===== config.mk =====
export PLATFORM = sky130hd
export DESIGN_NAME = sys_array_ctrl
export DESIGN_NICKNAME = d
export VERILOG_FILES = /design/src/rtl/sys_array_ctrl.sv
export SDC_FILE = /design/constraint.sdc
export NUM_CORES = 1
export LEC_CHECK = 0
export ABC_AREA = 1
export CORE_MARGIN = 3
export CORE_UTILIZATION = 35
export DETAILED_ROUTE_END_ITERATION = 7
export SLEW_MARGIN = 40
export SYNTH_ARGS = -nofsm -noshare
export SYNTH_HDL_FRONTEND = slang
export SYNTH_SLANG_ARGS = --single-unit

===== constraint.sdc =====
create_clock -name clk -period 2.25 [get_ports clk]
set_clock_uncertainty 0.05 [all_clocks]
set_input_delay 0.225 -clock clk [delete_from_list [all_inputs] [get_ports clk]]
set_output_delay 0.225 -clock clk [all_outputs]
set_load 0.02 [all_outputs]

===== src/rtl/sys_array_ctrl.sv =====
// sys_array_ctrl: job sequencer for a systolic array. Loads weights, streams
// input rows onto diagonally skewed lanes, tags each accepted row, and
// presents the matching result rows on out_valid/out_data.
// Optional macro SYS_ARRAY_CTRL_DESKEW_EN: when defined, result columns are
// deskewed into one aligned row; otherwise out_data follows array_output
// directly with column-0 timing.
module sys_array_ctrl #(
    parameter int unsigned DATA_WIDTH  = 8,
    parameter int unsigned ARRAY_MAX_W = 10,
    parameter int unsigned ARRAY_MAX_L = 10,
    parameter int unsigned MAX_ROWS    = 256,
    parameter int unsigned OUT_LAT     = 3
) (
    input  logic                                    clk,
    input  logic                                    reset,
    input  logic                                    start,
    input  logic [$clog2(MAX_ROWS+1)-1:0]           num_rows,
    input  logic [$clog2(ARRAY_MAX_L)-1:0]          arr_len,
    output logic                                    busy,
    output logic                                    done,
    output logic                                    weights_load,
    output logic [$clog2(ARRAY_MAX_L)-1:0]          array_w_l,
    input  logic                                    in_row_valid,
    output logic                                    in_row_ready,
    input  logic [ARRAY_MAX_L*DATA_WIDTH-1:0]       in_row_data,
    output logic [ARRAY_MAX_L*DATA_WIDTH-1:0]       array_input,
    input  logic [ARRAY_MAX_W*2*DATA_WIDTH-1:0]     array_output,
    output logic                                    out_valid,
    output logic [ARRAY_MAX_W*2*DATA_WIDTH-1:0]     out_data
);

    localparam int unsigned ROW_W = $clog2(MAX_ROWS + 1);
    localparam int unsigned RES_W = 2 * DATA_WIDTH;
`ifdef SYS_ARRAY_CTRL_DESKEW_EN
    localparam int unsigned TAG_D = OUT_LAT + ARRAY_MAX_W - 1;
`else
    localparam int unsigned TAG_D = OUT_LAT;
`endif

    typedef enum logic [2:0] {
        S_IDLE,
        S_LOAD,
        S_FEED,
        S_DRAIN,
        S_DONE
    } state_t;

    state_t           state;
    logic [ROW_W-1:0] rows_left;
    logic [TAG_D:0]   tags;
    logic             accept;

    assign accept = (state == S_FEED) && in_row_valid && in_row_ready;

    // Job sequencer: states, row countdown and all control outputs
    always_ff @(posedge clk) begin
        if (reset) begin
            state        <= S_IDLE;
            rows_left    <= '0;
            busy         <= 1'b0;
            done         <= 1'b0;
            weights_load <= 1'b0;
            in_row_ready <= 1'b0;
            array_w_l    <= '0;
        end else begin
            weights_load <= 1'b0;
            done         <= 1'b0;
            case (state)
                S_IDLE: begin
                    if (start) begin
                        state        <= S_LOAD;
                        rows_left    <= num_rows;
                        array_w_l    <= arr_len;
                        busy         <= 1'b1;
                        weights_load <= 1'b1;
                    end
                end
                S_LOAD: begin
                    if (rows_left == '0) begin
                        state <= S_DONE;
                        done  <= 1'b1;
                    end else begin
                        state        <= S_FEED;
                        in_row_ready <= 1'b1;
                    end
                end
                S_FEED: begin
                    if (accept) begin
                        rows_left <= rows_left - ROW_W'(1);
                        if (rows_left == ROW_W'(1)) begin
                            state        <= S_DRAIN;
                            in_row_ready <= 1'b0;
                        end
                    end
                end
                S_DRAIN: begin
                    if (tags == '0) begin
                        state <= S_DONE;
                        done  <= 1'b1;
                    end
                end
                S_DONE: begin
                    state <= S_IDLE;
                    busy  <= 1'b0;
                end
                default: state <= S_IDLE;
            endcase
        end
    end

    // Row tags: one bit per cycle, set only for accepted rows
    always_ff @(posedge clk) begin
        if (reset) tags <= '0;
        else       tags <= {tags[TAG_D-1:0], accept};
    end

    assign out_valid = tags[TAG_D];

    // Input skew: lane k runs through k+1 stages; bubbles and drain inject zeros
    for (genvar k = 0; k < ARRAY_MAX_L; k++) begin : g_skew
        logic [DATA_WIDTH-1:0] sr [k+1];

        // Per-lane shift chain
        always_ff @(posedge clk) begin
            if (reset) begin
                for (int d = 0; d <= k; d++) sr[d] <= '0;
            end else begin
                sr[0] <= accept ? in_row_data[k*DATA_WIDTH +: DATA_WIDTH] : '0;
                for (int d = 1; d <= k; d++) sr[d] <= sr[d-1];
            end
        end

        assign array_input[k*DATA_WIDTH +: DATA_WIDTH] = sr[k];
    end

`ifdef SYS_ARRAY_CTRL_DESKEW_EN
    logic [ARRAY_MAX_W*RES_W-1:0] aligned;

    // Output deskew: column j waits ARRAY_MAX_W-1-j cycles for the last column
    for (genvar j = 0; j < ARRAY_MAX_W; j++) begin : g_deskew
        localparam int unsigned DLY = ARRAY_MAX_W - 1 - j;
        if (DLY == 0) begin : g_pass
            assign aligned[j*RES_W +: RES_W] = array_output[j*RES_W +: RES_W];
        end else begin : g_dly
            logic [RES_W-1:0] sr [DLY];

            // Per-column delay chain
            always_ff @(posedge clk) begin
                if (reset) begin
                    for (int d = 0; d < int'(DLY); d++) sr[d] <= '0;
                end else begin
                    sr[0] <= array_output[j*RES_W +: RES_W];
                    for (int d = 1; d < int'(DLY); d++) sr[d] <= sr[d-1];
                end
            end

            assign aligned[j*RES_W +: RES_W] = sr[DLY-1];
        end
    end

    assign out_data = out_valid ? aligned : '0;
`else
    assign out_data = out_valid ? array_output : '0;
`endif

endmodule

==> impl_metrics.toml <==
[outcome]
status = "finished clean"

[power_and_ir_drop]
p_int_uw = 13800
ir_drop_uv = 727
p_total_uw = 18100
swShare_pct = 23.9
p_comb_share_pct = 9.7
p_leak_uw = 0.0109
clock_power_share_pct = 43.3
power_density_nw_per_um2 = 811
seq_power_share_pct = 47.0
switching_power_uw = 4310

[synth]
postSynthAreaPerCell_um2 = 7.87
yosysMostFrequentCell = "inv_1"
synth.cell_area_um2 = 15300
ys_ff_latch = 464
synth_edf_count = 0
synth.area.top_cells = "dfxtp_1, inv_1, nor2_1"
ys_seq_area_share_pct = 60.5
synth_flop_cell = "dfxtp_1"
synthTopCellsByCount = "inv_1, dfxtp_1, nor2_1"
yosysTopAreaCellShare_pct = 60.5
syn_inst = 1949
async_flop_share_pct = 0
synth_warnings = 0
synthDistinctLibCells = 23
synth_top_area_cell = "dfxtp_1"
syn-num-nets = 2209

[die]
start_util_pct = 35.5
fp.dieH_um = 215
die_w_um = 215
dieArea_um2 = 46400
io_pins = 506
core_area_um2 = 43200
fp-row-count = 76

[route]
avgRoutedWirePerCell_um = 17.9
viasPerCell = 3.99
drc_errors = 0
dr.pass1.iters = 4
initialDrtViolationCount = 458
routed_wl_um = 54700
vias = 12200
postRouteAntennaNets = 0

[sta]
period_share_pct = 97.9
setup_tns_ns = 0
fmaxAchievable_mhz = 454
hold_violations = 0
setup_viol = 0
slew_headroom_pct = 51.9
final-max-slew-violation-count = 0
fin_ws_ns = 0.0464
rsz0062_at_grt = "yes"
finalCriticalPeriod_ns = 2.20
worst_slew_pin_slew_ns = 0.722

[place]
hpwl_um = 43000
post_dp_cell_area_um2 = 20700
place_congestion = 1.00
dpl_worst_slack_ns = 0.188
port_buffers = 505

[clock_tree]
clock_path_buffers = 3
worst_skew_pair.late_latency_ns = 0.58
cts_made_buffers = 46
root_buffer = "clkbuf_16"
clk_pin_slew_worst_paths_ns = 0.06
tritoncts = "done"
cts.sinks = 464
htreeDepth = 2

[global_route]
grt_usage_pct = 23.2
grt_use_met1_pct = 24.5
gr-usage-met3_pct = 10.7
grt-ovfl-total = 0
grt_max_degree = 105
grt_pass1_wl_um = 78700
grt_antenna_before_repair = 42
grt_pass1_vias = 11700
grt_use_met2_pct = 40.4
grt-busiest-layer = "met2"

[setup_path]
cpPeakStageDelay_ns = 0.42
criticalPathCategory = "reg -> out"
cp.arrival_ns = 1.93
crit_fanout = 17
required_ns = 1.98
crit_path_end_kind = "primary output"
startpoint_type = "flop"
cp_slowest_cell = "dfxtp_4"
path_cells = "buf_4, buf_12, buf_16, nand2_1, inv_1, clkdlybuf4s15_1"

[layout]
postLayoutCellArea_um2 = 22300
drive_above_1_share_pct = 6.22
fin_nets = 2669
fill_cells = 4350
syn_to_final_growth_pct = 45.4

[flow_run]
drv_cap = 0

[hold_path]
min_path_type = "in -> reg"
[power groups by stage]
stage	Sequential (µW)	Combinational, µW	Clock, µW
floorplan	8700	900	0
global placement	8680	1750	0
detailed placement	8690	1760	0
CTS	8510	1770	8060
global route	8520	1950	8410
finish	8510	1750	7830
[flip-flops by register name (all words and copies together), names as in the netlist]
signal	count
in_row_ready	1
rows_left	9
weights_load	1
array_w_l	4
tags	4
done	1
busy	1
state	3
g_skew.sr	440
[worst max-delay path: cells and delay by family (launching register included)]
kind          cells  cell delay [ns]
buf+inv           5             0.79
flops             1             0.42
simple gates      1             0.14
[metal layers]
layer,wire (µm),part of all wire [%],vias to the layer above
met1,20400,37,5499
met3,5330,9.8,114
met4,2020,3.7,42
met2,26700,49,360
met5,270,0.49,-
li1,-,-,6173
[cell families (layout without fill, tap and decap cells)]
kind of cell,after synthesis,count (layout),synth area share (%)
and+or+nand+nor,703,703,17.8
adders and majority gates,3,3,0.245
AOI/OAI and AO/OA,30,30,1.06
DFF,464,464,60.5
buffers and inverters,749,1245,20.4
other,0,21,0
[cell usage in the layout (no fill, tap or decap), drive strengths merged, types with 3 or more instances in the layout]
cell	Yosys	layout
clkinv	0	11
clkdlybuf4s50	0	343
diode	0	21
clkbuf	11	73
clkdlybuf4s15	0	8
inv	630	632
nand3	16	16
nor2	471	471
nand2	209	209
o21ai	12	12
ha	3	3
a21oi	13	13
dlygate4sd2	0	118
a22oi	3	3
clkinvlp	0	3
dfxtp	464	464
nand4	4	4
bufinv	0	4
buf	108	48
[through the flow]
| step | hold slack [ns] | std cells | utilization [%] |
|---|---|---|---|
| after floorplan | 0.287 | 1949 | - |
| after global placement | 0.339 | 2934 | 48.0 |
| after detailed placement | 0.342 | 2934 | 48.0 |
| after CTS | 0.0719 | 3026 | 51.5 |
| after global routing | 0.0835 | 3041 | 51.6 |
| final | 0.112 | 3051 | 51.7 |
[worst paths after layout]
check,startpoint,to,cells after the start,slack [ns]
max reg2reg,state[0],rows_left[2],6,0.61
min reg2reg,g_skew[2].sr[0][4],g_skew[2].sr[0][12],2,0.34
min,in_row_data[42],g_skew[5].sr[0][2],3,0.11
max,tags[3],out_data[54],6,0.05
[area by class of cell]
cell class	instances	area [µm²]	area share, %
multi-input combinational	736	2930	13.1
timing repair buffer	531	5360	24.0
tap	585	732	3.28
sequential	464	9290	41.7
antenna	21	52.6	0.236
inverter	630	2370	10.6
clock inverter	20	253	1.13
clock buffer	64	1320	5.91
[timing repair]
action,CTS,global route
hold buffers,1,0
gates cloned,2,0
setup endpoints to repair,137,8
resized for setup,139,26
buffers inserted,5,4
hold endpoints to repair,18,0
No activity file was read; power rests on OpenSTA's default activity.
